### config.mk
export PLATFORM = sky130hd
export DESIGN_NAME = wb_select_pipe
export DESIGN_NICKNAME = d
export VERILOG_FILES = /design/src/rtl/kgp_pkg.sv /design/src/rtl/wb_src_mux.sv /design/src/rtl/wb_select_pipe.sv
export SDC_FILE = /design/constraint.sdc
export NUM_CORES = 1
export LEC_CHECK = 0
export ABC_CLOCK_PERIOD_IN_PS = 2000
export CORE_UTILIZATION = 35
export DETAILED_ROUTE_END_ITERATION = 12
export GPL_ROUTABILITY_DRIVEN = 0
export PLACE_DENSITY = 0.81
export SLEW_MARGIN = 10
export SYNTH_ARGS = -nofsm -noshare
export SYNTH_HDL_FRONTEND = slang
export SYNTH_SLANG_ARGS = --single-unit
### constraint.sdc
create_clock -name clk -period 2 [get_ports clk]
set_input_delay 0.4 -clock clk [delete_from_list [all_inputs] [get_ports clk]]
set_output_delay 0.4 -clock clk [all_outputs]
set_load 0.02 [all_outputs]
### src/rtl/kgp_pkg.sv
// Shared definitions for the write-back select pipe: default widths, select
// encodings and the load-wait state enum.
package kgp_pkg;

   localparam int unsigned DATA_W_DEF = 32;
   localparam int unsigned REG_AW_DEF = 5;

   localparam logic [1:0] MTR_ALU  = 2'd0;
   localparam logic [1:0] MTR_PC   = 2'd1;
   localparam logic [1:0] MTR_LOAD = 2'd2;

   typedef enum logic [0:0] {
      StRun      = 1'b0,
      StWaitLoad = 1'b1
   } wb_state_e;

endpackage

### src/rtl/wb_src_mux.sv
// N_SRC-way combinational source selector; any select code without a matching
// source falls back to source 0.
module wb_src_mux #(
   parameter int unsigned DATA_W = 32,
   parameter int unsigned N_SRC  = 3,
   parameter int unsigned SEL_W  = 2
) (
   input  logic [SEL_W-1:0]        sel,
   input  logic [N_SRC*DATA_W-1:0] src_data,
   output logic [DATA_W-1:0]       data
);

   always_comb begin
      data = src_data[DATA_W-1:0];
      for (int unsigned k = 1; k < N_SRC; k++) begin
         if (sel == SEL_W'(k)) begin
            data = src_data[k*DATA_W +: DATA_W];
         end
      end
   end

endmodule

### src/rtl/wb_select_pipe.sv
// Registered write-back select: picks an execute-side source or waits for a load
// return, then holds the result for the register file behind a valid/ready handshake.
module wb_select_pipe
   import kgp_pkg::*;
#(
   parameter int unsigned DATA_W     = DATA_W_DEF,
   parameter int unsigned N_SRC      = 3,
   parameter int unsigned SEL_W      = 2,
   parameter int unsigned LOAD_SEL   = MTR_LOAD,
   parameter int unsigned REG_AW     = REG_AW_DEF,
   parameter int unsigned TIMEOUT    = 15,
   parameter int unsigned ZERO_GUARD = 1
) (
   input  logic                    clk,
   input  logic                    rst,
   input  logic                    in_valid,
   output logic                    in_ready,
   input  logic [SEL_W-1:0]        mem_to_reg,
   input  logic [N_SRC*DATA_W-1:0] src_data,
   input  logic [REG_AW-1:0]       rd_addr,
   input  logic                    reg_write,
   input  logic                    mem_rvalid,
   input  logic [DATA_W-1:0]       mem_rdata,
   output logic                    wb_valid,
   input  logic                    wb_ready,
   output logic [DATA_W-1:0]       wb_data,
   output logic [REG_AW-1:0]       wb_addr,
   output logic                    wb_we,
   output logic                    timeout_err,
   output logic                    spurious_err
);

   localparam int unsigned CntW     = (TIMEOUT > 0) ? $clog2(TIMEOUT + 1) : 1;
   localparam bit          TimeoutEn = (TIMEOUT > 0);
   localparam logic [CntW-1:0] CntLast = CntW'((TIMEOUT > 0) ? TIMEOUT - 1 : 0);

   wb_state_e         state_q;
   logic [CntW-1:0]   wait_cnt_q;
   logic              accept;
   logic              is_load;
   logic              guard_we;
   logic [DATA_W-1:0] mux_data;

   wb_src_mux #(
      .DATA_W (DATA_W),
      .N_SRC  (N_SRC),
      .SEL_W  (SEL_W)
   ) u_src_mux (
      .sel      (mem_to_reg),
      .src_data (src_data),
      .data     (mux_data)
   );

   assign in_ready = (state_q == StRun) && (!wb_valid || wb_ready);
   assign accept   = in_valid && in_ready;
   assign is_load  = (mem_to_reg == SEL_W'(LOAD_SEL));
   assign guard_we = reg_write && !((ZERO_GUARD != 0) && (rd_addr == '0));

   always_ff @(posedge clk or negedge rst) begin
      if (!rst) begin
         state_q      <= StRun;
         wait_cnt_q   <= '0;
         wb_valid     <= 1'b0;
         wb_data      <= '0;
         wb_addr      <= '0;
         wb_we        <= 1'b0;
         timeout_err  <= 1'b0;
         spurious_err <= 1'b0;
      end else begin
         timeout_err  <= 1'b0;
         spurious_err <= 1'b0;
         unique case (state_q)
            StRun: begin
               if (mem_rvalid) begin
                  spurious_err <= 1'b1;
               end
               if (accept) begin
                  wb_addr <= rd_addr;
                  wb_we   <= guard_we;
                  if (is_load) begin
                     wb_valid   <= 1'b0;
                     wait_cnt_q <= '0;
                     state_q    <= StWaitLoad;
                  end else begin
                     wb_valid <= 1'b1;
                     wb_data  <= mux_data;
                  end
               end else if (wb_ready) begin
                  wb_valid <= 1'b0;
               end
            end
            StWaitLoad: begin
               wait_cnt_q <= wait_cnt_q + CntW'(1);
               // Returned data takes priority over a timeout in the same cycle.
               if (mem_rvalid) begin
                  wb_data  <= mem_rdata;
                  wb_valid <= 1'b1;
                  state_q  <= StRun;
               end else if (TimeoutEn && (wait_cnt_q == CntLast)) begin
                  wb_data     <= '0;
                  wb_we       <= 1'b0;
                  wb_valid    <= 1'b1;
                  timeout_err <= 1'b1;
                  state_q     <= StRun;
               end
            end
            default: state_q <= StRun;
         endcase
      end
   end

endmodule

Word-level counts from Yosys, hierarchy flattened
Index checks and enable logic that the tools add are counted.

Bits in registers: 46.

$add $sub $neg: 1. Reduce and logical (&&, ||, !) cells: 12. Multiplexer cells: 29. Eq/ne operators: 10. Bitwise gates (word level): 1.

Operators by type and width (count): 2-to-1 mux 32 bit (5); one-hot mux 32 bit (2 select lines) (1); 2-to-1 mux 1 bit (17); 2-to-1 mux 4 bit (2); != test 2 bit, second input constant (4); one-hot mux 4 bit (2 select lines) (1); one-hot mux 1 bit (2 select lines) (3); AND reduction 2 bit (3); AND reduction 3 bit (2); zero test 5 bit (1); adder 4 x 1 -> 4 bit, second input constant (1); == test 4 bit, second input constant (1); logical AND 1 bit (3); != test 3 x 2 -> 1 bit, second input constant (1); != test 3 bit, second input constant (1); == test 2 x 1 -> 1 bit, second input constant (1); == test 2 bit, second input constant (1); zero test 1 bit (2); != test 2 x 1 -> 1 bit, second input constant (1); logical OR 1 bit (1); inverter 1 bit (1).

Logic depth before layout (Yosys ltp)
Word-level depth: 6. Mapped depth: 7.

Modules after synthesis
A second synthesis with hierarchy kept.

Cells, all modules: 335. Area total of the unflattened synthesis: 3384.5 µm².

By module, submodules not included: wb_select_pipe (instances 1, area each 2302.2 µm², cells an instance 228); wb_src_mux (instances 1, area each 1082.3 µm², cells an instance 107).

Least setup slack after synthesis
Ideal clock, no wire load.

Path type: register -> register. Start: register wait_cnt_q[0]. End: register wb_data[6]. Cell stages (with the launch flop): 8. Arrival: 1.518 ns. Buffers on the path: 1. Data required time: 1.872 ns. Clock period less this slack: 1.646 ns. Path slack: 0.354 ns. Cell sequence: dfrtp_1 -> inv_1 -> ha_1 -> and3_1 -> o21ai_2 -> o21ai_4 -> buf_6 -> mux2_1.

Cells in the longest elaborated chain, start to end: 3.

RTL lines: start: declaration (line wb_select_pipe.sv:38) `logic [CntW-1:0] wait_cnt_q;`; start signal: assignment (line wb_select_pipe.sv:93) `wait_cnt_q <= wait_cnt_q + CntW'(1);`; == test 4 bit (line wb_select_pipe.sv:99) `end else if (TimeoutEn && (wait_cnt_q == CntLast)) begin`; != test 3 x 2 -> 1 bit (no source line); AND reduction 3 bit (no source line); end signal: assignment (line wb_select_pipe.sv:86) `wb_data <= mux_data;`; end signal: assignment (line wb_select_pipe.sv:96) `wb_data <= mem_rdata;`; end: declaration (line wb_select_pipe.sv:26) `output logic [DATA_W-1:0] wb_data,`.

No other way between the ends. A chain may end at the register's enable or synchronous reset.

Worst setup path after layout
Start: input port wb_ready. End: output port in_ready.

Cells in the longest elaborated chain, start to end: 2.

RTL lines: start: declaration (line wb_select_pipe.sv:25) `input logic wb_ready,`; logical OR 1 bit (line wb_select_pipe.sv:54) `assign in_ready = (state_q == StRun) && (!wb_valid || wb_ready);`; logical AND 1 bit (line wb_select_pipe.sv:54); end: declaration (line wb_select_pipe.sv:17) `output logic in_ready,`.

No other way between the ends.

==> impl_metrics.tcl <==
set metrics [dict create \
    finalInstanceArea_um2 4330 \
    vias 2289 \
    drive_gt1_frac 0.161 \
    grt_pass1_wl_um 10600 \
    leakagePower_uw 0.00176 \
    skew_ps 6.87 \
    syn2layout_area_growth_pct 69.3 \
    cap_violations 0 \
    cp.arrival_ps 1490 \
    rows 30 \
    die_y_um 87.5 \
    synthTopCellsByArea "dfrtp_1 (45%), mux2i_1 (13%), mux2_2 (12%)" \
    synth_cells 230 \
    hold_ws_ps 88.1 \
    ys.flop_type "dfrtp_1" \
    syn_nets 373 \
    fin_crit_sh 0.946 \
    seq_area_frac_synth 0.450 \
    yosysTopAreaCell "dfrtp_1" \
    dp_cells 473 \
    fmax_ghz 0.529 \
    clk_latency_ps 290 \
    root_buffer "clkbuf_8" \
    dp_hpwl_um 5610 \
    yosys_warnings 0 \
    hold_violations 0 \
    cts_max_level 2 \
    top_level_ports 183 \
    layout_setup_ws_ps 109 \
    die_area_um2 7650 \
    grt_max_degree 27 \
    vdd_drop_max_uv 423 \
    synthDistinctLibCells 31 \
    synth-edff-count 0 \
    antenna_cells 0 \
    synth_top_area_frac 0.450 \
    place_ws_ps -160 \
    setup_viol 0 \
    drt_iter0_markers 33 \
    maxSlewViolCount 0 \
    maxSlewHeadroom 0.637 \
    synth_top_cells_by_count "dfrtp_1 (46), nand2_1 (38), mux2i_1 (34), o21ai_0 (28), mux2_2 (27)" \
    yosysMostFrequentCell "dfrtp_1" \
    layout.nets 527 \
    synth_area_per_cell_um2 11.1 \
    synth.cell_area_um2 2560 \
    drtPass1Iterations 4 \
    crit_fanout 2 \
    p_per_area_nw_per_um2 892 \
    viasPerCell 4.76 \
    ys_async_sr_fraction 1.00 \
    wirelength_um 7000 \
    seq_area_um2 1150 \
    antenna_found_initial 0 \
    ant_nets 0 \
    drc 0 \
    worst_slew_pin_slew_ps 545 \
    final_cells 481 \
    io_buffers 150 \
    grt_pass1_vias 2238 \
    globalRouteTotalUtil 0.180 \
    post_cts_buffers 0 \
    path_class "input pin to primary output" \
    p_total_uw 3860 \
    clock_path_buffers 2 \
    start_util 0.368 \
    coreArea_um2 6940 \
    end_kind "primary output" \
    period_needed_ps 1890 \
    clkTransAtPathRegs_ps 80 \
    die_w_um 87.5 \
    required_ps 1600 \
    startpoint_type "input pin" \
    outcome "finished clean" \
    ys_ff_latch 46 \
    wl_per_cell_um 14.6 \
    nFillCells 570 \
    clkSinkCount 46 \
    tritoncts "built" \
    hold_class "input pin to async pin" \
    multiInputGateArea_um2 1300 \
    dpl-instance-area_um2 4220 \
    cts_buffers 5 \
    rsz0062_at_grt "no" \
    grt.overflow.total 0 \
]
placed cells by master (no fill, tap or decap):
master,n
clkdlybuf4s50_1,148
dfrtp_1,46
nand2_1,38
mux2i_1,34
o21ai_0,28
mux2_2,27
mux2_4,9
buf_4,9
o21ai_1,6
clkbuf_8,5
nor2b_1,4
buf_12,4
and2_1,2
o22ai_1,2
ha_1,2
clkinv_2,2
inv_1,1
nand2b_1,1
nand4b_1,1
and3_1,1
nor2_1,1
and3b_1,1
nor2b_4,1
nand3b_4,1
o21ai_2,1
o21ai_4,1
mux2_1,1
xnor2_1,1
nand4_1,1
nand3_1,1
nor3_1,1
or4_1,1
bufinv_16,1
buf_2,1
dlygate4sd2_1,1
state kept, by name, indices dropped and copies added, names as in the netlist:
name	cells
wb_valid	1
state_q	1
spurious_err	1
wb_we	1
wb_data	32
wait_cnt_q	4
wb_addr	5
timeout_err	1
per-stage QoR:
stage | setup TNS (ps) | utilization
3_5_place_dp | -1110 | 0.608
6_report | 0 | 0.624
2_1_floorplan | 0 | -
5_1_grt | 0 | 0.624
4_1_cts | 0 | 0.624
3_3_place_gp | -567 | 0.608
power by group:
| part | switching [µW] | internal [µW] |
|---|---|---|
| combinational | 775 | 1020 |
| sequential | 173 | 1230 |
| clock | 296 | 368 |
layout make-up:
class                           count  area share
Timing Repair Buffer              163       0.379
Multi-Input combinational cell    167       0.301
Tap cell                           96      0.0277
Inverter                            1    0.000867
Clock buffer                        5      0.0159
Clock inverter                      3     0.00925
Sequential cell                    46       0.266
final timing paths:
check,startpoint,end,slack [ps],cells past startpoint
max,wb_ready,in_ready,110,4
min,rst,wb_data[2]$_DFFE_PN0P_,90,1
max reg2reg,wait_cnt_q[0]$_DFFE_PN0P_,wb_data[6]$_DFFE_PN0P_,190,7
min reg2reg,wb_data[25]$_DFFE_PN0P_,wb_data[25]$_DFFE_PN0P_,510,1
max in group asynchronous,rst,wb_data[5]$_DFFE_PN0P_,1390,2
min in group clk,wb_data[25]$_DFFE_PN0P_,wb_data[25]$_DFFE_PN0P_,510,1
logic make-up (layout without fill, tap and decap cells):
logic type / after synthesis / in the layout / synth area share
DFF: 46 / 46 / 0.450
xor gates and xnor gates: 1 / 1 / 0.00343
muxes: 71 / 71 / 0.309
AOI/OAI and AO/OA: 38 / 38 / 0.0812
adders and majority gates: 2 / 2 / 0.00978
buffers and inverters: 17 / 172 / 0.0431
and+or+nand+nor: 55 / 55 / 0.103
per-layer routing:
layer	track usage	vias up	part of all wire
li1	-	1109	-
met1	0.190	1087	0.38
met2	0.348	86	0.53
met3	0.0455	7	0.083
met4	0.0507	0	0.010
met5	0	-	0
timing repair:
action	CTS	global route
endpoints found under the setup margin	1	0
gates resized for setup	1	0
hold buffers	0	0
critical path, cell delays in order:
cell and delay (ps):
clkdlybuf4s50_1 450, nand2b_1 110, nor2b_1 180, dlygate4sd2_1 360
(Power assumes the default switching activity.)
